<file path="src/rtl/tx_pkg.sv">
// Shared types and line levels for the framed serial transmitter.
package tx_pkg;

  typedef enum logic [1:0] {IDLE, START, DATA, STOP} tx_state_t;

  localparam logic START_BIT  = 1'b0;
  localparam logic STOP_BIT   = 1'b1;
  localparam logic IDLE_LEVEL = 1'b1;

endpackage

</file>
<file path="src/rtl/piso_shift_reg.sv">
// Parallel-load, shift-right register exposing its LSB; load wins over shift.
module piso_shift_reg #(
  parameter int unsigned WIDTH = 8
) (
  input  logic             clk,
  input  logic             reset,
  input  logic             load,
  input  logic             shift,
  input  logic [WIDTH-1:0] din,
  output logic             lsb
);

  logic [WIDTH-1:0] data_q;

  always_ff @(posedge clk or posedge reset) begin
    if (reset) begin
      data_q <= '0;
    end else if (load) begin
      data_q <= din;
    end else if (shift) begin
      data_q <= {1'b0, data_q[WIDTH-1:1]};
    end
  end

  assign lsb = data_q[0];

endmodule

</file>
<file path="src/rtl/piso_frame_tx.sv">
// Framed PISO transmitter: start bit, WIDTH data bits LSB first, stop bit, paced by en.
import tx_pkg::*;

module piso_frame_tx #(
  parameter int unsigned WIDTH = 8
) (
  input  logic             clk,
  input  logic             reset,
  input  logic             en,
  input  logic             load_valid,
  input  logic [WIDTH-1:0] load_data,
  output logic             load_ready,
  output logic             ser_out,
  output logic             ser_out_n,
  output logic             busy,
  output logic             done
);

  localparam int unsigned CNT_W = $clog2(WIDTH);
  localparam logic [CNT_W-1:0] LAST = CNT_W'(WIDTH - 1);

  tx_state_t        state_q;
  logic [CNT_W-1:0] cnt_q;
  logic             ser_q, ser_n_q, busy_q, done_q;
  logic             accept, shift, lsb, ser_d;

  assign load_ready = (state_q == IDLE);
  assign accept     = load_valid && load_ready;

  // The register runs one bit ahead of the line: it shifts as each bit is
  // latched into ser_q, so lsb is always the next bit to send.
  always_comb begin
    shift = en && ((state_q == START) || ((state_q == DATA) && (cnt_q != LAST)));
    ser_d = ser_q;
    unique case (state_q)
      IDLE:  ser_d = accept ? START_BIT : IDLE_LEVEL;
      START: if (en) ser_d = lsb;
      DATA:  if (en) ser_d = (cnt_q == LAST) ? STOP_BIT : lsb;
      STOP:  if (en) ser_d = IDLE_LEVEL;
      default: ser_d = IDLE_LEVEL;
    endcase
  end

  piso_shift_reg #(
    .WIDTH(WIDTH)
  ) u_shift (
    .clk  (clk),
    .reset(reset),
    .load (accept),
    .shift(shift),
    .din  (load_data),
    .lsb  (lsb)
  );

  always_ff @(posedge clk or posedge reset) begin
    if (reset) begin
      state_q <= IDLE;
      cnt_q   <= '0;
      ser_q   <= IDLE_LEVEL;
      ser_n_q <= ~IDLE_LEVEL;
      busy_q  <= 1'b0;
      done_q  <= 1'b0;
    end else begin
      ser_q   <= ser_d;
      ser_n_q <= ~ser_d;
      done_q  <= 1'b0;
      unique case (state_q)
        IDLE: begin
          if (accept) begin
            state_q <= START;
            cnt_q   <= '0;
            busy_q  <= 1'b1;
          end
        end
        START: begin
          if (en) state_q <= DATA;
        end
        DATA: begin
          if (en) begin
            if (cnt_q == LAST) state_q <= STOP;
            else               cnt_q   <= cnt_q + 1'b1;
          end
        end
        STOP: begin
          if (en) begin
            state_q <= IDLE;
            busy_q  <= 1'b0;
            done_q  <= 1'b1;
          end
        end
        default: state_q <= IDLE;
      endcase
    end
  end

  assign ser_out   = ser_q;
  assign ser_out_n = ser_n_q;
  assign busy      = busy_q;
  assign done      = done_q;

endmodule

</file>
<file path="config.mk">
export PLATFORM = sky130hd
export DESIGN_NAME = piso_frame_tx
export DESIGN_NICKNAME = d
export VERILOG_FILES = /design/src/rtl/tx_pkg.sv /design/src/rtl/piso_shift_reg.sv /design/src/rtl/piso_frame_tx.sv
export SDC_FILE = /design/constraint.sdc
export NUM_CORES = 1
export LEC_CHECK = 0
export ABC_CLOCK_PERIOD_IN_PS = 2600
export CORE_AREA = 2 2 69 71
export DETAILED_ROUTE_END_ITERATION = 8
export DIE_AREA = 0 0 71 73
export RECOVER_POWER = 50
export SYNTH_ARGS = -nofsm -noshare
export SYNTH_HDL_FRONTEND = slang
export SYNTH_SLANG_ARGS = --single-unit
</file>
<file path="constraint.sdc">
create_clock -name clk -period 2.6 [get_ports clk]
set_clock_uncertainty 0.1 [all_clocks]
set_input_delay 0.65 -clock clk [delete_from_list [all_inputs] [get_ports clk]]
set_output_delay 0.65 -clock clk [all_outputs]
set_load 0.02 [all_outputs]
</file>
* Word-level counts from Yosys, hierarchy flattened
Index checks and enable logic that the tools add are counted.
** Word-level totals
- Register bits :: 17
- Word-level logic and storage cells :: 54
** Operators by class
- Add/sub/neg operators :: 1
- Equality and inequality tests :: 11
- Multiplexer cells :: 23
- Bitwise gates (word level) :: 1
- Reduce and logical (&&, ||, !) cells :: 11
** Operator list (number)
- $mux W8 :: 2
- $mux W2 :: 5
- $mux W1 :: 9
- $mux W3 :: 3
- $ne A2 B2 Y1 const B :: 4
- $pmux W2 S4 :: 1
- $pmux W3 S2 :: 1
- $reduce_bool A2 Y1 :: 3
- $reduce_and A5 Y1 :: 1
- $eq A2 B2 Y1 const B :: 2
- $ne A2 B1 Y1 const B :: 2
- $pmux W1 S4 :: 1
- $reduce_and A4 Y1 :: 1
- $add A3 B1 Y3 const B :: 1
- $eq A3 B3 Y1 const B :: 1
- $logic_and A1 B1 Y1 :: 3
- $ne A3 B3 Y1 const B :: 1
- $reduce_and A3 Y1 :: 1
- $eq A2 B1 Y1 const B :: 1
- $logic_not A2 Y1 :: 1
- $pmux W1 S2 :: 1
- $logic_or A1 B1 Y1 :: 1
- $not A1 Y1 :: 1

* Depth between registers and ports, before layout
Gate-level depths: netlist of run 1.
- Depth in word-level cells :: 6
- Depth in mapped cells :: 6
- Mapped depth without buffers :: 5

* Modules after synthesis
From an unflattened synthesis of run 1, not the netlist that was laid out.
** Unflattened totals
- Cell total of the unflattened synthesis :: 98
- Area, all modules :: 1002.2 µm²
** By module, submodules not included
- piso_frame_tx :: times used 1, cells an instance 63, area an instance 629.4 µm², seq. area each 226.5 µm²
- piso_shift_reg :: times used 1, cells an instance 35, area an instance 372.9 µm², seq. area each 200.2 µm²

* Worst setup path after synthesis of run 1
No wires, ideal clock.
- Kind :: flip-flop to flip-flop
- Start point :: register state_q[0]
- End point :: register u_shift.data_q[0]
- Arrival :: 1596 ps
- Path slack :: 779 ps
- Stages on the path, launching flop included :: 7
- Path buffers :: 1
- Period minus slack after synthesis :: 1821 ps
- Path through :: dfrtp_1 > inv_1 > ha_1 > buf_6 > nand2_4 > mux2_1 > mux2_4
** On the way
- Elaborated cells on any way between the ends :: 9
- Classes of those cells :: eq/ne (2); mux (1); reduce/logical (6)
** RTL lines
- start, declared :: RTL line piso_frame_tx.sv:22 : tx_state_t state_q;
- start signal, assigned :: RTL line piso_frame_tx.sv:57 : state_q <= IDLE;
- start signal, assigned :: RTL line piso_frame_tx.sv:70 : state_q <= START;
- start signal, assigned :: RTL line piso_frame_tx.sv:76 : if (en) state_q <= DATA;
- $logic_not A2 Y1 (*) :: RTL line piso_frame_tx.sv:27 : assign load_ready = (state_q == IDLE);
- named net load_ready :: RTL line piso_frame_tx.sv:12 : output logic load_ready,
- $logic_and A1 B1 Y1 (*) :: RTL line piso_frame_tx.sv:28 : assign accept = load_valid && load_ready;
- $mux W8 or $reduce_bool A2 Y1 (tied branches)
- end signal, assigned :: RTL line piso_shift_reg.sv:19 : data_q <= din;
- end signal, assigned :: RTL line piso_shift_reg.sv:21 : data_q <= {1'b0, data_q[WIDTH-1:1]};
- end, declared :: RTL line piso_shift_reg.sv:13 : logic [WIDTH-1:0] data_q;
The timed path passes the listed nets; every way through them passes the cells marked *.
A chain may end at the register's enable or synchronous reset.

* Final worst setup path of run 1
- Start point :: register state_q[0]
- End point :: output load_ready
** On the way
- Longest elaborated chain between the ends :: 1
** Ends and longest elaborated chain (RTL line)
- $logic_not A2 Y1 :: piso_frame_tx.sv:27
- end, declared :: piso_frame_tx.sv:12
Every way passes these cells.

==> metrics, run 1 <==
status completed; Core Area 0.00454 mm2; internal power 925 uW; wire per inst 12.6 um; CP peak stage delay 610 ps; initial cell density of the core 23.4%; Clock Latency Late Sink 250 ps; CTS Hold Bufs 0; Net Sw Frac 38.2%; Seq pwr share 31.4%; Synth cell types 34; Min Clock Period, post-route 2340 ps; Achievable Freq 0.427 GHz; Area Overhead vs Synth 24.2%; Comb pwr share 55.3%; Clock Power Share 13.3%; setup TNS 0 ps; CP max stage cell clkdlybuf4s50_1; fin. max-slew vios 0; IO Pins 17; DRT Pass-1 Iters 4; Chip Width 71 um; commonest non-fill, non-tap cell in the layout dfrtp_1; critical path's top delay family buffers and inverters; worst path cell trace inv_1 > ha_1 > clkdlybuf4s50_1; synthesized flop and latch total 17; Tot GR Track Use 8.59%; syn_area_per_cell 11.3 um2; worst vdd ir 0.264 mV; Net Sw Power 572 uW; initial antenna violation count 0; pin count of the biggest net entering global routing 18; crit-path max FO 4; Post-Syn Nets 113; via count 768; number of stages on the worst setup path 3; Reg2Reg Depth 5; maximum buffer depth of the clock tree 2; final hold violation count 0; H-tree levels 1; clock sinks 17; total gr overflow 0; WP buf/inv 2; WP data arrival 1590 ps; num rows 25; full die area 0.00518 mm2; total CTS buffers 3; clk slew on worst S/H paths 70 ps; Mapped Area 0.00106 mm2; drt initial violations 71; Via density 4.63; Die Y 73 um; Root Buffer clkbuf_8; Worst Max-Slew Pin Slew 639 ps; vias in the first global route 784; LEAKAGE 0.000585 uW; Post-Route WL 2100 um; Hold Crit Class flop to flop; worst hold slack 404 ps; WHS Path Cells 2; first-pass GRT wire length 3610 um; setup bufs post-CTS 0; Max Cap Viol 0; unrepaired setup endpoints after global routing false; CP startpoint kind flop; crit end category primary output; drt drc 0; Final ANT Viol Nets 0; nets@finish 132; setup violators final 0; TritonCTS clock tree built; fillers 463; # resized after CTS 0; RePlAce Congestion 0.747; Power Density 1140 mW/mm2; Mapped Cells 94; dpl hpwl 1620 um; most frequent cells in the layout dfrtp_1 (16), clkdlybuf4s50_1 (14), mux2_1 (7), mux2_4 (7), ha_1 (7); Synth Warn # 0; CP Class flop to primary output; Rel. slew slack 57.3%; required time of the worst setup path 1850 ps; # port buffers 16; # diodes 0; post-synthesis sequential area ratio 40.3%; final worst path period share 90.1%; share of cells above drive strength 1 17.0%
==> state kept, by name, summed over array words and instances, names as in the netlist <==
name,flops
ser_out_n,1
busy,1
ser_out,1
cnt_q,3
done,1
state_q,2
u_shift.data_q,8
==> cell families after synthesis <==
family,count (synthesis),share of synthesized area (%)
flops,17,40.3
fa+ha+maj,7,8.26
simple gates,29,16.4
mux,14,17.4
buf+inv,9,4.84
compound gates,18,12.9
==> through the flow <==
step	area, um2	std cells	setup slack, ps	power (uW)	utilization, %
final	1320	166	256	1500	29.0
after global placement	1270	162	302	1280	28.0
after floorplan	1060	94	779	1110	-
after detailed placement	1270	162	263	1310	28.0
after global routing	1320	166	163	1610	29.0
after CTS	1320	166	227	1520	29.0
==> power by group through the flow <==
stage / combinational, uW / clock, uW / sequential (uW)
3_5_place_dp: 836 / 0 / 476
2_1_floorplan: 623 / 0 / 484
5_1_grt: 909 / 218 / 488
3_3_place_gp: 809 / 0 / 471
6_report: 828 / 199 / 471
4_1_cts: 842 / 208 / 471
==> layer usage <==
layer / GRT usage (%) / vias to the layer above / part of all wire (%)
met4: 4.40 / 0 / 1.2
met3: 0.967 / 2 / 1.3
li1: - / 377 / -
met2: 14.0 / 9 / 50
met1: 11.3 / 380 / 47
met5: 0 / - / 0
==> Yosys cell counts (all sizes together) <==
master / n / area share [%]
a22o: 1 / 0.83
a22oi: 4 / 3.3
a221oi: 1 / 0.83
and3b: 1 / 0.83
dfrtp: 16 / 38
nor3: 2 / 0.94
a211oi: 1 / 0.71
buf: 4 / 3.1
nand3b: 1 / 0.71
nand2b: 2 / 1.4
nor2b: 3 / 1.8
and2: 1 / 0.59
o211ai: 3 / 2.1
o21ai: 3 / 1.4
nor2: 4 / 1.4
nand3: 4 / 1.9
nand2: 8 / 4.2
dfstp: 1 / 2.5
mux2: 14 / 17
a21oi: 1 / 0.47
ha: 7 / 8.3
o221ai: 1 / 0.83
nor4bb: 2 / 1.9
nor3b: 1 / 0.71
o21a: 1 / 0.71
inv: 5 / 1.8
a32o: 1 / 0.94
o21bai: 1 / 0.71
==> layout make-up <==
cell class	count	area [um2]	share of cell area, %
clock inverter	1	5.00	0.380
clock buffer	3	41.3	3.14
sequential	17	427	32.4
inverter	5	18.8	1.43
timing repair buffer	18	175	13.3
multi-input combinational	68	582	44.2
tap	54	67.6	5.13
==> path summary, 6_finish.rpt <==
| check | from | endpoint | slack [ps] |
|---|---|---|---|
| setup reg to reg | state_q[0] | u_shift.data_q[2] | 670 |
| max in group asynchronous | reset | ser_out_n | 1170 |
| min in group asynchronous | reset | cnt_q[2] | 820 |
| setup / recovery | state_q[0] | load_ready | 260 |
| hold reg to reg | u_shift.data_q[7] | u_shift.data_q[7] | 400 |
| hold / removal | u_shift.data_q[7] | u_shift.data_q[7] | 400 |
==> tightest hold or removal path, cell delays in order, from the launching register on <==
cell and delay [ps]:
dfrtp_1 350, nand3_1 70, nand2_1 60
Power figures use the tool's default switching activity.
==> run 2, diff against run 1 <==
--- a/config.mk
+++ b/config.mk
@@ -5,7 +5,7 @@
 export SDC_FILE = /design/constraint.sdc
 export NUM_CORES = 1
 export LEC_CHECK = 0
-export ABC_CLOCK_PERIOD_IN_PS = 2600
+export ABC_CLOCK_PERIOD_IN_PS = 2770
 export CORE_AREA = 2 2 69 71
 export DETAILED_ROUTE_END_ITERATION = 8
 export DIE_AREA = 0 0 71 73
==> constraint.sdc (replaced) <==
create_clock -name clk -period 2.77 [get_ports clk]
set_clock_uncertainty 0.1 [all_clocks]
set_input_delay 0.6925 -clock clk [delete_from_list [all_inputs] [get_ports clk]]
set_output_delay 0.6925 -clock clk [all_outputs]
set_load 0.02 [all_outputs]
==> metrics, run 2 (same netlist as run 1, synthesis figures left out) <==
setup bufs post-CTS 0; drt initial violations 79; initial cell density of the core 23.4%; unrepaired setup endpoints after global routing false; setup TNS 0 ps; worst path cell trace inv_1 > ha_1 > clkdlybuf4s50_1; dpl hpwl 1690 um; H-tree levels 1; Post-Route WL 2180 um; Worst Max-Slew Pin Slew 651 ps; setup violators final 0; register area 427 um2; worst hold slack 418 ps; status completed; crit-path max FO 4; Hold Crit Class flop to flop; Final ANT Viol Nets 0; vias in the first global route 794; drt drc 0; first-pass GRT wire length 3480 um; # resized after CTS 0; TritonCTS clock tree built; worst vdd ir 0.294 mV; placed cells 161; CP startpoint kind flop; Core Area 0.00454 mm2; Achievable Freq 0.420 GHz; Chip Width 71 um; IO Pins 17; post-route cell area 0.00131 mm2; Rel. slew slack 56.6%; Power Density 1080 mW/mm2; wire per inst 13.2 um; CP max stage cell clkdlybuf4s50_1; clk slew on worst S/H paths 70 ps; # port buffers 16; num rows 25; r2r setup slk 820 ps; Multi-input gate area 582 um2; fillers 444; total CTS buffers 3; Min Clock Period, post-route 2380 ps; maximum buffer depth of the clock tree 2; Root Buffer clkbuf_8; final worst path period share 85.9%; Die Y 73 um; WP data arrival 1590 ps; Biggest register u_shift.data_q; clock sinks 17; most frequent cells in the layout dfrtp_1 (16), clkdlybuf4s50_1 (14), mux2_1 (7), mux2_4 (7), ha_1 (7); Non-Filler Instances 165; Via density 4.56; RePlAce Congestion 0.722; Area Overhead vs Synth 23.4%; CP peak stage delay 610 ps; commonest non-fill, non-tap cell in the layout dfrtp_1; pin count of the biggest net entering global routing 18; Clock Latency Late Sink 250 ps; share of cells above drive strength 1 15.3%; Max Cap Viol 0; total gr overflow 0; nets@finish 131; CTS Hold Bufs 0; DRT Pass-1 Iters 4; Post-DP Area 0.00126 mm2; Top Registers u_shift.data_q x8, cnt_q x3, state_q x2; required time of the worst setup path 1980 ps; final hold violation count 0; via count 752; full die area 0.00518 mm2; LEAKAGE 0.000578 uW; crit end category primary output; initial antenna violation count 0; CP Class flop to primary output; max reg flops 8; # diodes 0; Tot GR Track Use 8.13%; fin. max-slew vios 0
run 2: stage by stage:
stage	util [%]	setup WS (ps)	power (uW)
detailed placement	27.8	373	1230
finish	28.8	390	1410
CTS	28.8	369	1420
global placement	27.8	397	1190
floorplan	-	949	1040
global route	28.8	319	1500
run 2: cell type report:
| class | count | share of cell area [%] |
|---|---|---|
| sequential | 17 | 32.6 |
| timing repair buffer | 17 | 12.8 |
| clock buffer | 4 | 3.44 |
| inverter | 5 | 1.44 |
| multi-input combinational | 68 | 44.5 |
| tap | 54 | 5.17 |
run 2: metal layers:
layer	GRT usage, %	wire length [um]	vias up
met2	13.6	1070	5
met5	0	0	-
met4	2.73	0	0
met3	0.138	17	0
met1	11.4	1090	372
li1	-	-	375
run 2: worst max-delay path, delay by kind of cell, from the launching register on:
kind       cells  cell delay, ps
flops          1             400
fa+ha+maj      1             190
buf+inv        2             750
run 2: worst paths after layout:
path,startpoint,cells past startpoint,to
setup / recovery,state_q[0],3,load_ready
hold / removal,u_shift.data_q[5],1,u_shift.data_q[5]
setup reg to reg,state_q[0],5,u_shift.data_q[1]
hold reg to reg,u_shift.data_q[5],1,u_shift.data_q[5]
max in group asynchronous,reset,2,u_shift.data_q[5]
min in group asynchronous,reset,2,cnt_q[2]
run 2: where the power goes:
part / total (uW) / internal, uW / switching, uW
Clock: 188 / 102 / 86.3
Combinational: 771 / 399 / 372
Sequential: 449 / 367 / 81.2
Total: 1410 / 868 / 540
==> run 3, diff against run 2 <==
==> constraint.sdc (replaced) <==
create_clock -name clk -period 2.77 [get_ports clk]
set_clock_uncertainty 0.1 [all_clocks]
set_input_delay 0.554 -clock clk [delete_from_list [all_inputs] [get_ports clk]]
set_output_delay 0.554 -clock clk [all_outputs]
set_load 0.02 [all_outputs]
==> metrics, run 3 (same netlist as run 1, synthesis figures left out) <==
Min Clock Period, post-route 2610 ps; setup TNS 0 ps; Power Density 1070 mW/mm2; register area 427 um2; WP data arrival 1960 ps; Area Overhead vs Synth 22.7%; total CTS buffers 3; setup bufs post-CTS 0; H-tree levels 1; Biggest register u_shift.data_q; final hold violation count 0; clk slew on worst S/H paths 60 ps; WHS Path Cells 2; Comb pwr share 55.1%; wire per inst 13.6 um; Clock Power Share 13.2%; Tot GR Track Use 8.72%; worst r2r dst u_shift.data_q[2]; Net Sw Frac 38.1%; Net Sw Power 531 uW; nets@finish 130; full die area 0.00518 mm2; required time of the worst setup path 2120 ps; Top Registers u_shift.data_q x8, cnt_q x3, state_q x2; Multi-input gate area 582 um2; RePlAce Congestion 0.740; status completed; CTS Hold Bufs 0; CP Class flop to primary output; Non-Filler Instances 164; initial antenna violation count 0; commonest non-fill, non-tap cell in the layout dfrtp_1; maximum buffer depth of the clock tree 2; TritonCTS clock tree built; total gr overflow 0; worst vdd ir 0.222 mV; drt drc 0; DRT Pass-1 Iters 4; first-pass GRT wire length 3680 um; via count 761; Clock Latency Late Sink 250 ps; dpl hpwl 1610 um; # resized after CTS 0; max reg flops 8; LEAKAGE 0.000573 uW; IO Pins 17; Rel. slew slack 57.1%; fin. max-slew vios 0; Root Buffer clkbuf_8; # port buffers 16; clock sinks 17; Core Area 0.00454 mm2; CP startpoint kind flop; drt initial violations 23; placed cells 160; # diodes 0; Seq pwr share 31.7%; pin count of the biggest net entering global routing 18; crit-path max FO 11; share of cells above drive strength 1 14.5%; Hold EP u_shift.data_q[7]; num rows 25; Final ANT Viol Nets 0; Die Y 73 um; Worst Max-Slew Pin Slew 643 ps; Max Cap Viol 0; Hold Crit Class flop to flop; Worst Min Path Start u_shift.data_q[7]; initial cell density of the core 23.4%; fillers 461; Post-Route WL 2230 um; vias in the first global route 800; internal power 862 uW; reg2reg start state_q[0]; Achievable Freq 0.383 GHz; most frequent cells in the layout dfrtp_1 (16), clkdlybuf4s50_1 (14), mux2_1 (7), mux2_4 (7), ha_1 (7); r2r setup slk 730 ps; unrepaired setup endpoints after global routing false; Chip Width 71 um; crit end category primary output; Reg2Reg Depth 5; final worst path period share 94.4%; setup violators final 0; Via density 4.64
run 3: power by group through the flow:
stage                     logic (uW)  registers [uW]  clock network [uW]
after floorplan                  585             454                   0
after global placement           739             441                   0
after detailed placement         764             446                   0
after CTS                        770             443                 191
after global routing             838             459                 201
final                            768             442                 183
run 3: critical path, cell delays in order (launching register included):
cell             delay, ps
dfrtp_1                400
inv_1                  140
ha_1                   470
clkdlybuf4s50_1        700
run 3: layer usage:
layer / vias to the layer above / GRT usage (%) / routed length [um]
met4: 0 / 3.77 / 35
met5: - / 0 / 0
li1: 370 / - / -
met1: 375 / 11.0 / 1000
met2: 12 / 15.5 / 1150
met3: 4 / 0.552 / 39
run 3: area by class of cell:
type                       count  share of cell area (%)
clock buffer                   4                    3.46
timing repair buffer          16                    12.3
inverter                       5                    1.44
tap                           54                    5.20
sequential                    17                    32.8
multi-input combinational     68                    44.8
run 3: worst max path at each step:
| stage | start | end | slack (ps) | depth (start not counted) |
|---|---|---|---|---|
| after floorplan | state_q[0] | u_shift.data_q[0] | 950 | 6 |
| after global placement | state_q[0] | load_ready | 490 | 3 |
| after detailed placement | state_q[0] | load_ready | 440 | 3 |
| after CTS | state_q[0] | load_ready | 150 | 3 |
| after global routing | state_q[0] | load_ready | 60 | 3 |
| final | state_q[0] | load_ready | 160 | 3 |
run 3: stage by stage:
stage | hold WS, ps | power [uW] | worst slack, ps | instance area [um2] | utilization [%]
floorplan | 356 | 1040 | 949 | 1060 | -
global placement | 385 | 1180 | 487 | 1250 | 27.7
detailed placement | 392 | 1210 | 438 | 1250 | 27.7
CTS | 418 | 1400 | 149 | 1300 | 28.7
global route | 439 | 1500 | 64.1 | 1300 | 28.7
finish | 413 | 1390 | 156 | 1300 | 28.7
